## src/rtl/subleq_mem_arbiter.sv

```systemverilog
// ---------------------------------------------------------------------------
// subleq_mem_arbiter
//
// Two-port arbiter in front of a single-ported memory. Each requester holds
// req/load/store/addr/wdata until it sees its one-cycle ack. Exactly one port
// owns the memory at a time; the owner's command is steered combinationally
// onto the memory side, and the memory's ack and read data are steered back to
// the owner in the same cycle. A one-cycle DONE state follows every completion
// so requesters can drop or change their request before re-arbitration.
//
// Ports
//   clk, areset           clock, asynchronous active-high reset
//   p0_* / p1_*           requester ports: req, load, store, addr, wdata in;
//                         ack, rdata out (rdata valid only in the ack cycle)
//   mem_req               registered, high while a port is granted
//   mem_load, mem_store,
//   mem_addr, mem_in      combinational copy of the granted port's command
//   mem_ack, mem_out      memory completion and read data
//   grant                 registered one-hot owner (bit n = port n), 0 = none
//
// Configuration macros
//   WORD_SIZE             data/address width (defaults to 16)
//   ARB_ROUND_ROBIN_EN    when defined, ties go to the port that did not win
//                         last; otherwise port 0 always wins ties.
// ---------------------------------------------------------------------------

`ifndef WORD_SIZE
`define WORD_SIZE 16
`endif

module subleq_mem_arbiter (
   input  logic                  clk,
   input  logic                  areset,

   input  logic                  p0_req,
   input  logic                  p0_load,
   input  logic                  p0_store,
   input  logic [`WORD_SIZE-1:0] p0_addr,
   input  logic [`WORD_SIZE-1:0] p0_wdata,
   output logic                  p0_ack,
   output logic [`WORD_SIZE-1:0] p0_rdata,

   input  logic                  p1_req,
   input  logic                  p1_load,
   input  logic                  p1_store,
   input  logic [`WORD_SIZE-1:0] p1_addr,
   input  logic [`WORD_SIZE-1:0] p1_wdata,
   output logic                  p1_ack,
   output logic [`WORD_SIZE-1:0] p1_rdata,

   output logic                  mem_req,
   output logic                  mem_load,
   output logic                  mem_store,
   output logic [`WORD_SIZE-1:0] mem_addr,
   output logic [`WORD_SIZE-1:0] mem_in,
   input  logic                  mem_ack,
   input  logic [`WORD_SIZE-1:0] mem_out,

   output logic [1:0]            grant
);

   localparam int unsigned WIDTH = `WORD_SIZE;

   typedef enum logic [1:0] {
      IDLE   = 2'd0,
      GRANT0 = 2'd1,
      GRANT1 = 2'd2,
      DONE   = 2'd3
   } state_t;

   state_t state;

   // A request is only legal when exactly one of load/store is set.
   logic p0_elig;
   logic p1_elig;
   logic pick1;

   assign p0_elig = p0_req & (p0_load ^ p0_store);
   assign p1_elig = p1_req & (p1_load ^ p1_store);

`ifdef ARB_ROUND_ROBIN_EN
   // 1 = port 1 won the most recent grant; resets to 1 so the first tie
   // after reset goes to port 0.
   logic last_winner;

   assign pick1 = p1_elig & (~p0_elig | ~last_winner);
`else
   // Fixed priority: port 1 only wins when port 0 has nothing legal pending.
   assign pick1 = p1_elig & ~p0_elig;
`endif

   // Arbitration FSM; grant and mem_req are registered alongside the state.
   always_ff @(posedge clk or posedge areset) begin
      if (areset) begin
         state   <= IDLE;
         grant   <= 2'b00;
         mem_req <= 1'b0;
`ifdef ARB_ROUND_ROBIN_EN
         last_winner <= 1'b1;
`endif
      end else begin
         unique case (state)
            IDLE: begin
               if (p0_elig | p1_elig) begin
                  state   <= pick1 ? GRANT1 : GRANT0;
                  grant   <= pick1 ? 2'b10 : 2'b01;
                  mem_req <= 1'b1;
`ifdef ARB_ROUND_ROBIN_EN
                  last_winner <= pick1;
`endif
               end
            end
            // The grant is held until memory completes, even if the owner
            // drops its request; the other port simply waits.
            GRANT0, GRANT1: begin
               if (mem_ack) begin
                  state   <= DONE;
                  grant   <= 2'b00;
                  mem_req <= 1'b0;
               end
            end
            // Single turnaround cycle; requests and mem_ack are ignored here.
            DONE: begin
               state <= IDLE;
            end
            default: begin
               state   <= IDLE;
               grant   <= 2'b00;
               mem_req <= 1'b0;
            end
         endcase
      end
   end

   // Steer the owner's command to memory and the memory response back to
   // the owner; everything is zero when nobody owns the memory.
   always_comb begin
      mem_load  = 1'b0;
      mem_store = 1'b0;
      mem_addr  = WIDTH'(0);
      mem_in    = WIDTH'(0);
      p0_ack    = 1'b0;
      p0_rdata  = WIDTH'(0);
      p1_ack    = 1'b0;
      p1_rdata  = WIDTH'(0);

      unique case (state)
         GRANT0: begin
            mem_load  = p0_load;
            mem_store = p0_store;
            mem_addr  = p0_addr;
            mem_in    = p0_wdata;
            p0_ack    = mem_ack;
            p0_rdata  = mem_ack ? mem_out : WIDTH'(0);
         end
         GRANT1: begin
            mem_load  = p1_load;
            mem_store = p1_store;
            mem_addr  = p1_addr;
            mem_in    = p1_wdata;
            p1_ack    = mem_ack;
            p1_rdata  = mem_ack ? mem_out : WIDTH'(0);
         end
         default: begin
         end
      endcase
   end

endmodule

```

## config.mk

```make
export PLATFORM = sky130hd
export DESIGN_NAME = subleq_mem_arbiter
export DESIGN_NICKNAME = d
export VERILOG_FILES = /design/src/rtl/subleq_mem_arbiter.sv
export SDC_FILE = /design/constraint.sdc
export NUM_CORES = 1
export LEC_CHECK = 0
export ABC_AREA = 1
export CORE_MARGIN = 2
export CORE_UTILIZATION = 24
export CTS_CLUSTER_SIZE = 40
export DETAILED_ROUTE_END_ITERATION = 6
export PLACE_DENSITY_LB_ADDON = 0.15
export SKIP_LAST_GASP = 1
export SYNTH_ARGS = -nofsm -noshare
export SYNTH_HDL_FRONTEND = slang
export SYNTH_SLANG_ARGS = --single-unit
```

## constraint.sdc

```tcl
create_clock -name clk -period 2.29 [get_ports clk]
set_clock_uncertainty 0.1 [all_clocks]
set_input_delay 0.687 -clock clk [delete_from_list [all_inputs] [get_ports clk]]
set_output_delay 0.687 -clock clk [all_outputs]
set_load 0.02 [all_outputs]
```

# After elaboration in Yosys (flattened, before gate mapping)
# Index checks and enable logic that the tools add are counted.
[op_classes] eq_ne=5 mux=18 n_bitwise=7 n_reduce_logical=5
[ops] cell="$pmux 16 s2" n=2
[ops] cell="$mux 16" n=3
[ops] cell="$mux 2" n=4
[ops] cell="$pmux 1 s2" n=3
[ops] cell="$pmux 2 s3" n=1
[ops] cell="$eq 2x2->1 const B" n=2
[ops] cell="$mux 1" n=4
[ops] cell="$ne 2x2->1 const B" n=2
[ops] cell="$pmux 2 s2" n=1
[ops] cell="$and 1x1->1" n=3
[ops] cell="$reduce_and 3->1" n=1
[ops] cell="$eq 2x1->1 const B" n=1
[ops] cell="$logic_not 2->1" n=1
[ops] cell="$reduce_and 2->1" n=1
[ops] cell="$reduce_bool 2->1" n=1
[ops] cell="$reduce_or 2->1" n=1
[ops] cell="$xor 1x1->1" n=2
[ops] cell="$not 1->1" n=1
[ops] cell="$or 1x1->1" n=1
[word_totals] reg_bits=5 in_bits=89 out_inout_bits=71

# Logic depth before layout (Yosys ltp)
[logic_depth] word_depth=7 ltp_mapped=9 depth_no_buf=9

# Worst setup path before layout
# No wires, ideal clock.
[synth_timing] kind="register to output" startpoint="register state[1]" endpoint="output port mem_addr[10]" arrival_ns=1.424 t_required_ns=1.503 setup_slack_ns=0.079 path_stages_with_launch=7 path_buffers=2 cell_sequence="dfrtp_1 -> inv_1 -> ha_1 -> inv_1 -> buf_4 -> buf_2 -> a21oi_1"
[synth_between] elab_chain_cells=2
[synth_lines] element="from (decl)" line_no="71" text="state_t state;"
[synth_lines] element="from (signal assigned)" line_no="105" text="state <= pick1 ? GRANT1 : GRANT0;"
[synth_lines] element="$eq 2x2->1 or $eq 2x1->1 (tied branches)" line_no="147" text="unique case (state)"
[synth_lines] element="$pmux 16 s2 *" line_no="147"
[synth_lines] element="to (decl)" line_no="54" text="output logic [`WORD_SIZE-1:0] mem_addr,"
# Every way passes the cells marked *; elsewhere a longest branch is shown, timed or not.

# Final worst setup path
[layout_timing] startpoint="input port p0_wdata[7]" endpoint="output port mem_in[7]"
[layout_between] elab_chain_cells=1
[layout_lines] element="from (decl)" line_no="39" text="input logic [`WORD_SIZE-1:0] p0_wdata,"
[layout_lines] element="$pmux 16 s2" line_no="147"
[layout_lines] element="to (decl)" line_no="55" text="output logic [`WORD_SIZE-1:0] mem_in,"
# Every way passes these cells.

==> summary.md <==
| Metric | Value |
|---|---|
| Run status | `finished with violations` |
| Violated checks | `negative setup slack` |
| Placed wire-length estimate after detailed placement | `4669 µm` |
| Achievable clock frequency | `0.4364 GHz` |
| Top area cells in the synthesized netlist | `sky130_fd_sc_hd__nand2_1 (30%), sky130_fd_sc_hd__a21oi_1 (16%), sky130_fd_sc_hd__dfrtp_1 (11%)` |
| Number of synthesized flops with an enable pin | `0` |
| Final setup vio count | `1` |
| Sequential Power Share | `4.3%` |
| Placed cells | `436` |
| Ys Warns | `0` |
| Nets in the synthesized netlist | `315` |
| Internal Power | `0.001685 W` |
| Worst-case headroom to the max-slew limit | `84.83%` |
| Routability congestion estimate | `0.8171` |
| Count of final max-slew check failures | `0` |
| Switching component of the power | `0.001796 W` |
| Number of vias after detailed routing | `2046` |
| X dimension of the die | `71.62 µm` |
| Worst min-delay path startpoint | `grant[0]` |
| Reg clk slew, reported paths | `0.03 ns` |
| Combinational Power Share | `91.1%` |
| Number of buffers on the longest clock path | `2` |
| Post-route DRC | `0` |
| Share of layout cells above drive strength 1 | `35.88%` |
| Commonest cells post-synth | `sky130_fd_sc_hd__nand2_1 (89), sky130_fd_sc_hd__a21oi_1 (34), sky130_fd_sc_hd__nor2_1 (33), sky130_fd_sc_hd__inv_1 (27), sky130_fd_sc_hd__buf_2 (9)` |
| Top cell type's share of synthesized area | `30.44%` |
| Final ANT Viol Nets | `0` |
| Sink Count | `5` |
| RSZ-0062 raised after global routing | `true` |
| Vias per std cell | `4.598` |
| Number of antenna violations at the first check in global routing | `0` |
| Growth of design area from synthesis to finish | `181.8%` |
| Overall overflow remaining after global route | `0` |
| Capturing element type of the critical path | `output port` |
| Per-cell routed wire length | `14.57 µm` |
| Vertical die dimension | `71.62 µm` |
| First drt pass iteration count | `4` |
| Final standard cell utilization of the core | `70.52%` |
| Antenna cells | `0` |
| Hold-fix buffer count after cts | `0` |
| Slew at the pin closest to its max-slew limit | `0.2276 ns` |
| Clock tree from TritonCTS | `done` |
| Placement Rows | `24` |
| Critical Path Fanout Max | `1` |
| Worst path arrival time | `1.50 ns` |
| Initial Util | `25.03%` |
| Detailed router's first-iteration violation count | `74` |
| Number of buffers created by CTS | `3` |
| Total wire length | `6482 µm` |
| Via count of the first global-routing pass | `1776` |
| Clock power frac | `4.6%` |
| Die area | `5129 µm²` |
| Total routing usage reported by global routing | `21.93%` |
| Number of hold-slack violations in the final timing report | `0` |
| Number of top-level pins | `160` |
| IR drop worst, VDD | `0.8164 mV` |
| Root Driver | `sky130_fd_sc_hd__clkbuf_8` |
| CP startpoint | `p0_wdata[7]` |
| H-tree levels | `1` |
| Flip-flop cell with the highest count after synthesis | `sky130_fd_sc_hd__dfrtp_1` |
| Most area-hungry cell type in the Yosys netlist | `sky130_fd_sc_hd__nand2_1` |
| Clock latency at the later pin of the worst-skew pair | `0.22 ns` |
| Total Nets Final | `487` |
| Power density cells | `1126 nW/µm²` |
| Post-layout minimum cycle time | `2.291 ns` |
| Static leakage power | `1.726 nW` |
| Post-synthesis sequential area ratio | `11.40%` |
| Number of distinct library cells after synthesis | `17` |
| Required time at the endpoint of the critical path | `1.50 ns` |
| Post-synthesis register bit count | `5` |
| Pin count of the biggest net entering global routing | `25` |
| Crit start category | `input port` |
| Total core area | `4384 µm²` |
| Summed instance area of the synthesized netlist | `1097 µm²` |
| Startpoint-to-endpoint class of the critical path | `input port to output port` |
| Fin cells | `445` |
| Most common cell in the netlist | `sky130_fd_sc_hd__nand2_1` |
| First-pass GRT wire length | `9080 µm` |
| Worst Slack Setup Final | `-0.001338 ns` |
| Mean post-synth cell area | `4.943 µm²` |
| Ratio of final minimum period to clock period | `100.1%` |
| Number of buffers inserted by port buffering | `159` |
| FF-to-FF Start | `state[1]` |
| Number of max-cap violations | `0` |
| Path category of the worst min-delay check | `flip-flop to flip-flop` |
| Switching part of the total | `51.59%` |
| Post-synthesis instance total | `222` |
| Share of flip-flops with an asynchronous set or reset | `100.0%` |
==> final timing paths <==
check                      slack [ns]   endpoint  cells past startpoint
setup reg to reg                 0.55   state[1]                     11
setup / recovery               -0.001  mem_in[7]                      4
max in group asynchronous        1.36   grant[1]                      2
hold reg to reg                  0.37   grant[0]                      2
min in group asynchronous        0.57   state[0]                      2
hold / removal                   0.37   grant[0]                      2
==> metrics by stage <==
step                  TNS, ns  cell area (µm²)  setup WS (ns)  hold slack [ns]  power, W
floorplan                   0             1097        0.07935           0.3655  0.001601
global placement       -37.26             2833        -0.6763           0.3612  0.002836
detailed placement     -38.59             2833        -0.7097           0.3620  0.002858
CTS                   -0.3190             2710       -0.07080           0.3710  0.002958
global route           -1.007             3092       -0.06068           0.4069  0.003720
finish              -0.001338             3092      -0.001338           0.3668  0.003482
==> critical path, cell delays in order <==
cell and delay (ns):
sky130_fd_sc_hd__clkdlybuf4s50_1 0.45, sky130_fd_sc_hd__nand2_1 0.05, sky130_fd_sc_hd__a21oi_1 0.15, sky130_fd_sc_hd__buf_4 0.16
==> layout make-up <==
type,instances,area [µm²]
fillers,384,1292
clock buffers,4,45.04
well taps,52,65.06
multi-input cells,174,955.9
inverters,29,108.9
flip-flops and latches,5,125.1
repair buffers,181,1792
==> power by group through the flow <==
stage / combinational, W / sequential [W] / clock [W]
after floorplan: 0.00143 / 0.000173 / 0
after global placement: 0.00268 / 0.000151 / 0
after detailed placement: 0.00271 / 0.000151 / 0
after CTS: 0.00265 / 0.000149 / 0.000163
after global routing: 0.00339 / 0.000156 / 0.000172
final: 0.00317 / 0.000151 / 0.000159
==> layout by cell type, fill, tap and decap left out <==
cell                              instances
sky130_fd_sc_hd__dlymetal6s2s_1          30
sky130_fd_sc_hd__buf_12                   3
sky130_fd_sc_hd__nor2_1                  28
sky130_fd_sc_hd__ha_1                     1
sky130_fd_sc_hd__ha_4                     3
sky130_fd_sc_hd__or2_1                    1
sky130_fd_sc_hd__nand3_1                  1
sky130_fd_sc_hd__nor3_1                   1
sky130_fd_sc_hd__clkbuf_16                3
sky130_fd_sc_hd__a21oi_2                 22
sky130_fd_sc_hd__nand2_2                  5
sky130_fd_sc_hd__nand3_2                  4
sky130_fd_sc_hd__clkbuf_2                 1
sky130_fd_sc_hd__nand4_1                  2
sky130_fd_sc_hd__nor2_2                   5
sky130_fd_sc_hd__buf_8                    1
sky130_fd_sc_hd__inv_1                   24
sky130_fd_sc_hd__buf_6                   16
sky130_fd_sc_hd__clkdlybuf4s15_2          1
sky130_fd_sc_hd__inv_2                    5
sky130_fd_sc_hd__a21oi_1                 11
sky130_fd_sc_hd__clkdlybuf4s50_1         57
sky130_fd_sc_hd__dlygate4sd2_1            3
sky130_fd_sc_hd__nand2_1                 86
sky130_fd_sc_hd__buf_16                   1
sky130_fd_sc_hd__clkbuf_1                 1
sky130_fd_sc_hd__buf_4                   48
sky130_fd_sc_hd__a21oi_4                  1
sky130_fd_sc_hd__nand2_8                  2
sky130_fd_sc_hd__clkbuf_8                 3
sky130_fd_sc_hd__o21ai_0                  1
sky130_fd_sc_hd__buf_2                   17
sky130_fd_sc_hd__dfrtp_1                  5
==> layer usage <==
metal  up-vias  track usage, %  share of wire, %
met3         4           4.501               7.1
met2        81           40.95                53
li1       1020               -                 -
met4         0           2.516              0.79
met1       941           26.52                39
met5         -               0                 0
==> state kept, by name, summed over array words and instances (netlist names) <==
register  flops
grant         2
mem_req       1
state         2
==> logic make-up after synthesis <==
| kind of cell | Yosys count | share of synthesized area [%] |
|---|---|---|
| compound gates | 35 | 15.96 |
| simple gates | 135 | 50.28 |
| fa+ha+maj | 4 | 4.561 |
| buf+inv | 43 | 17.79 |
| flops | 5 | 11.40 |
==> what timing repair did <==
item,CTS,global route
pin swaps,6,51
gates cloned,1,3
buffers inserted,1,0
endpoints found under the setup margin,68,55
resized for setup,301,119
(Power assumes the default switching activity.)
